## src/rtl/sobel_pkg.sv

```systemverilog
// rtl/sobel_pkg.sv - shared widths, FSM states and Sobel kernel coefficient tables
package sobel_pkg;

    localparam int PIX_W_DEF   = 8;
    localparam int ACC_W_DEF   = 12;
    localparam int SAT_MAX_DEF = 255;

    typedef enum logic [1:0] {
        IDLE = 2'd0,
        ACC  = 2'd1,
        MAG  = 2'd2,
        DONE = 2'd3
    } state_t;

    // Weight = w, doubled when dbl is set; w is -1, 0 or +1.
    typedef struct packed {
        logic signed [1:0] w;
        logic              dbl;
    } coef_t;

    localparam coef_t C_ZR = 3'b000;
    localparam coef_t C_P1 = 3'b010;
    localparam coef_t C_P2 = 3'b011;
    localparam coef_t C_N1 = 3'b110;
    localparam coef_t C_N2 = 3'b111;

    function automatic coef_t kx(input logic [3:0] tap);
        case (tap)
            4'd0, 4'd6: kx = C_N1;
            4'd2, 4'd8: kx = C_P1;
            4'd3:       kx = C_N2;
            4'd5:       kx = C_P2;
            default:    kx = C_ZR;
        endcase
    endfunction

    function automatic coef_t ky(input logic [3:0] tap);
        case (tap)
            4'd0, 4'd2: ky = C_N1;
            4'd1:       ky = C_N2;
            4'd6, 4'd8: ky = C_P1;
            4'd7:       ky = C_P2;
            default:    ky = C_ZR;
        endcase
    endfunction

endpackage

```

## src/rtl/sobel_mag.sv

```systemverilog
// rtl/sobel_mag.sv - combinational |gx|+|gy| with saturation to SAT_MAX
module sobel_mag
    import sobel_pkg::*;
#(
    parameter int PIX_W   = PIX_W_DEF,
    parameter int ACC_W   = ACC_W_DEF,
    parameter int SAT_MAX = SAT_MAX_DEF
) (
    input  logic signed [ACC_W-1:0] gx,
    input  logic signed [ACC_W-1:0] gy,
    output logic        [PIX_W-1:0] mag
);

    logic [ACC_W-1:0] abs_x;
    logic [ACC_W-1:0] abs_y;
    logic [ACC_W-1:0] sum;

    always_comb begin
        abs_x = gx[ACC_W-1] ? ACC_W'(-gx) : ACC_W'(gx);
        abs_y = gy[ACC_W-1] ? ACC_W'(-gy) : ACC_W'(gy);
        sum   = abs_x + abs_y;
        mag   = (sum > ACC_W'(SAT_MAX)) ? PIX_W'(SAT_MAX) : sum[PIX_W-1:0];
    end

endmodule

```

## src/rtl/sobel_conv.sv

```systemverilog
// rtl/sobel_conv.sv - sequential one-tap-per-cycle Sobel convolution responder
module sobel_conv
    import sobel_pkg::*;
#(
    parameter int PIX_W   = PIX_W_DEF,
    parameter int ACC_W   = ACC_W_DEF,
    parameter int SAT_MAX = SAT_MAX_DEF
) (
    input  logic               clk,
    input  logic               rst,
    input  logic               rst_conv,
    input  logic [3*PIX_W-1:0] row1,
    input  logic [3*PIX_W-1:0] row2,
    input  logic [3*PIX_W-1:0] row3,
    output logic [PIX_W-1:0]   conv_result,
    output logic               conv_ready
);

    state_t                  state;
    state_t                  next_state;
    logic [3:0]              tap;
    logic [PIX_W-1:0]        p [0:8];
    logic signed [ACC_W-1:0] gx;
    logic signed [ACC_W-1:0] gy;
    logic [ACC_W-1:0]        pix_ext;
    logic signed [ACC_W-1:0] term_x;
    logic signed [ACC_W-1:0] term_y;
    logic [PIX_W-1:0]        mag;

    // Shift-and-add weighting keeps the datapath multiplier-free.
    function automatic logic signed [ACC_W-1:0] weigh(input coef_t c, input logic [ACC_W-1:0] v);
        logic [ACC_W-1:0] s;
        s = c.dbl ? {v[ACC_W-2:0], 1'b0} : v;
        case (c.w)
            2'sb01:  weigh = $signed(s);
            2'sb11:  weigh = -$signed(s);
            default: weigh = '0;
        endcase
    endfunction

    always_comb begin
        pix_ext = {{(ACC_W-PIX_W){1'b0}}, p[(tap <= 4'd8) ? tap : 4'd0]};
        term_x  = weigh(kx(tap), pix_ext);
        term_y  = weigh(ky(tap), pix_ext);
    end

    sobel_mag #(.PIX_W(PIX_W), .ACC_W(ACC_W), .SAT_MAX(SAT_MAX)) u_mag (
        .gx  (gx),
        .gy  (gy),
        .mag (mag)
    );

    always_ff @(posedge clk) begin
        if (rst) state <= IDLE;
        else     state <= next_state;
    end

    always_comb begin
        next_state = state;
        case (state)
            IDLE: if (!rst_conv) next_state = ACC;
            ACC:  if (rst_conv) next_state = IDLE;
                  else if (tap == 4'd8) next_state = MAG;
            MAG:  next_state = rst_conv ? IDLE : DONE;
            DONE: if (rst_conv) next_state = IDLE;
            default: next_state = IDLE;
        endcase
    end

    always_ff @(posedge clk) begin
        if (rst) begin
            tap         <= '0;
            gx          <= '0;
            gy          <= '0;
            conv_result <= '0;
            conv_ready  <= 1'b0;
            for (int i = 0; i < 9; i++) p[i] <= '0;
        end else begin
            case (state)
                IDLE: if (!rst_conv) begin
                    for (int i = 0; i < 3; i++) begin
                        p[i]   <= row1[(2-i)*PIX_W +: PIX_W];
                        p[i+3] <= row2[(2-i)*PIX_W +: PIX_W];
                        p[i+6] <= row3[(2-i)*PIX_W +: PIX_W];
                    end
                    gx  <= '0;
                    gy  <= '0;
                    tap <= '0;
                end
                ACC, MAG: if (rst_conv) begin
                    gx  <= '0;
                    gy  <= '0;
                    tap <= '0;
                end else if (state == ACC) begin
                    gx  <= gx + term_x;
                    gy  <= gy + term_y;
                    tap <= tap + 4'd1;
                end else begin
                    conv_result <= mag;
                    conv_ready  <= 1'b1;
                end
                DONE: if (rst_conv) conv_ready <= 1'b0;
                default: ;
            endcase
        end
    end

endmodule

```

## config.mk

```make
export PLATFORM = sky130hd
export DESIGN_NAME = sobel_conv
export DESIGN_NICKNAME = d
export VERILOG_FILES = /design/src/rtl/sobel_pkg.sv /design/src/rtl/sobel_mag.sv /design/src/rtl/sobel_conv.sv
export SDC_FILE = /design/constraint.sdc
export NUM_CORES = 1
export LEC_CHECK = 0
export ABC_AREA = 1
export BUFFER_PORTS_ARGS = -buffer_cell sky130_fd_sc_hd__clkbuf_2
export CAP_MARGIN = 20
export CORE_AREA = 2 2 139 141
export CTS_BUF_LIST = sky130_fd_sc_hd__clkbuf_2
export DETAILED_ROUTE_END_ITERATION = 8
export DIE_AREA = 0 0 141 143
export GPL_TIMING_DRIVEN = 0
export PLACE_DENSITY = 0.66
export SYNTH_ARGS = -nofsm -noshare
export SYNTH_HDL_FRONTEND = slang
export SYNTH_HIERARCHICAL = 1
export SYNTH_SLANG_ARGS = --single-unit
```

## constraint.sdc

```tcl
create_clock -name clk -period 4.5 [get_ports clk]
set_input_delay 0.225 -clock clk [delete_from_list [all_inputs] [get_ports clk]]
set_output_delay 0.225 -clock clk [all_outputs]
set_load 0.03 [all_outputs]
```

==> impl_metrics.py <==
metrics = {
    "pwr": {
        "p_sw_share_pct": 40.0,
        "finalPower_uw": 2930,
        "clkPwrFrac_pct": 16.8,
        "internal-power_uw": 1760,
        "powerDensity_nw_per_um2": 285,
        "p_seq_share_pct": 41.6,
        "power.leakage_uw": 0.00505,
        "p_sw_uw": 1170,
        "irDropWorstVdd_uv": 179,
        "p_comb_share_pct": 41.6,
    },
    "worst_setup_path": {
        "rr_startpoint": "tap[0]",
        "crit_path_end_kind": "flop",
        "cpPeakStageDelay_ns": 0.44,
        "start_kind": "flop",
        "rrSetupSlack_ns": 0.22,
        "worst-setup-path-type": "reg -> reg",
        "worstPathMaxFanout": 10,
        "cpMaxStageDelayCell": "dfxtp_4",
        "cp.required_ns": 5.08,
        "critPathArrivalTime_ns": 4.86,
        "r2r-end": "gy[9]",
        "rr_worst_depth": 26,
    },
    "finish": {
        "most-common-layout-cells": "inv_1, nand2_1, nor2_1",
        "layout_commonest_cell": "inv_1",
        "fillers": 1727,
        "drive_gt1_share_pct": 19.7,
        "regArea_sq_um": 2950,
        "final_nets": 1438,
        "syn_to_final_growth_pct": 24.2,
        "multiInputGateArea_sq_um": 4600,
        "utilization_pct": 55.2,
    },
    "sta": {
        "setup_violations": 0,
        "setup_ws_ns": 0.218,
        "tightest_slew_ns": 0.935,
        "fmax_mhz": 234,
        "relSlewSlack_pct": 37.7,
        "fin_crit_ns": 4.28,
        "hold_violations": 0,
        "hold_slack_ns": 0.309,
        "min_period_over_period_pct": 95.2,
        "skew_ns": 0.0572,
        "fin_setup_tns_ns": 0,
        "rsz0062_at_grt": "true",
        "drv_slew": 0,
    },
    "floorplan": {
        "die_h_microns": 143,
        "pin_count": 84,
        "rows": 50,
        "fp.dieW_microns": 141,
        "die_area_sq_um": 20200,
        "coreArea_sq_um": 18600,
        "start_util_pct": 44.5,
    },
    "logic_synthesis": {
        "ys_warn_count": 6,
        "synth_cells": 1127,
        "synth_area_sq_um": 8260,
        "syn_nets": 1251,
        "ys_seq_elements": 111,
        "synth_area_per_cell_sq_um": 7.33,
        "synth_cell_types": 51,
        "synth-seq-area-share_pct": 35.6,
    },
    "global_route": {
        "grt_pass1_vias": 7389,
        "grt_pass1_wl_mm": 35.6,
        "grt.overflow.total": 0,
        "grt.total_usage_pct": 22.1,
        "grt_max_degree": 73,
        "antenna_found_initial": 1,
    },
    "worst_hold_path": {
        "min_to": "p[1][3]",
        "hold_path_startpoint": "row1[11]",
        "hp-class": "in -> reg",
        "holdPathStages": 4,
    },
    "route": {
        "viasPerCell": 5.03,
        "ant_nets": 0,
        "dr.pass1.iters": 5,
        "drc_errors": 0,
        "drt_iter0_drc": 377,
        "wire_per_inst_microns": 14.2,
        "drt-total-wl_mm": 22.1,
        "vias": 7824,
    },
    "placed_design": {
        "portBuffers": 82,
        "dp_hpwl_mm": 15.8,
        "gp_congestion": 0.920,
        "dp_slack_ns": -0.505,
    },
    "clocking": {
        "root_buffer": "clkbuf_2",
        "clk_latency_ns": 0.70,
        "clock_path_buffers": 2,
        "cts_tree": "yes",
        "cts_buffers": 9,
        "clk_pin_slew_ns": 0.38,
        "htree_num_levels": 3,
        "cts.sinks": 111,
    },
    "flow_run": {
        "drv_cap": 0,
    },
    "outcome": {
        "status": "finished clean",
    },
}
Yosys cell counts (all sizes together):
cell type	number	area, sq um
nand2	216	891
inv	203	762
nor2	155	652
nand3	122	656
edfxtp	72	2160
a21oi	65	329
o21ai	48	259
ha	46	576
dfxtp	39	781
xor2	23	201
buf	18	125
nand3b	17	128
or2	16	100
clkbuf	13	48.8
o22ai	12	88.8
xnor2	11	96.3
o2111ai	9	78.8
nor3	7	40.0
a31oi	5	31.3
nand4	4	25.0
a211oi	3	22.5
a21o	3	22.5
clkinv	3	11.3
fa	3	60.1
o21bai	3	22.5
a21boi	2	15.0
o21a	2	16.3
a221oi	1	8.76
a41oi	1	8.76
mux2	1	11.3
o211ai	1	7.51
o311ai	1	8.76
o31ai	1	7.51
o32ai	1	8.76
worst max path at each step:
| stage | endpoint | start | cells past startpoint | slack [ns] |
|---|---|---|---|---|
| 3_5_place_dp | gy[9] | tap[1] | 31 | -0.51 |
| 3_3_place_gp | gy[9] | tap[1] | 31 | -0.49 |
| 5_1_grt | gx[10] | tap[0] | 34 | -0.09 |
| 2_1_floorplan | gy[9] | tap[0] | 28 | 0.27 |
| 4_1_cts | gy[9] | tap[1] | 33 | 0.0009 |
| 6_report | gy[9] | tap[0] | 26 | 0.22 |
power groups by stage:
stage	sequential, uW	clock (uW)	combinational, uW
3_3_place_gp	1240	0	986
2_1_floorplan	1240	0	757
4_1_cts	1210	497	1100
3_5_place_dp	1240	0	1000
6_report	1220	493	1220
5_1_grt	1230	533	1360
state kept, by name (all words and copies together) (netlist names):
name	flops
conv_ready	1
conv_result	8
gx	12
gy	12
p	72
state	2
tap	4
critical path: cells and delay by family (launching register included):
kind | cells | cell delay [ns]
and+or+nand+nor | 12 | 1.61
AOI/OAI and AO/OA | 6 | 0.79
buffers and inverters | 5 | 0.52
adders and majority gates | 2 | 0.48
DFF | 1 | 0.44
muxes | 1 | 0.36
routing by layer:
layer	part of all wire, %	wire length (microns)	GRT usage [%]
met5	0	0	0
met3	3.4	747	2.15
met2	48	10700	38.5
met4	2.4	527	8.21
met1	46	10100	28.5
logic make-up after synthesis:
family                   synth area share [%]
AND/OR/NAND/NOR                          30.2
multiplexers                            0.136
buffers and inverters                    11.5
AO/OA/AOI/OAI                            11.3
XOR/XNOR                                 3.60
flip-flops                               35.6
adder cells (fa/ha/maj)                  7.69
through the flow:
stage / cells / instance area, sq um
after global routing: 1554 / 10300
after global placement: 1443 / 8960
after floorplan: 1127 / 8260
final: 1554 / 10300
after CTS: 1540 / 9990
after detailed placement: 1443 / 8970
cell type report:
cell class                      instances  area share [%]
Inverter                              206            7.71
Timing Repair Buffer                  178            13.0
Buffer                                 29            1.66
Sequential cell                       111            28.8
Clock buffer                            9           0.439
Antenna cell                            1          0.0244
Clock inverter                          7           0.780
Multi-Input combinational cell        779            44.8
Tap cell                              234            2.85
repair_timing:
item	4_1_cts	5_1_grt
hold buffers	75	0
endpoints found under the hold margin	84	0
setup buffers	7	14
pin swaps	5	29
endpoints found under the setup margin	10	8
cloned	0	0
resized for setup	30	49
No activity file was read; power rests on OpenSTA's default activity.
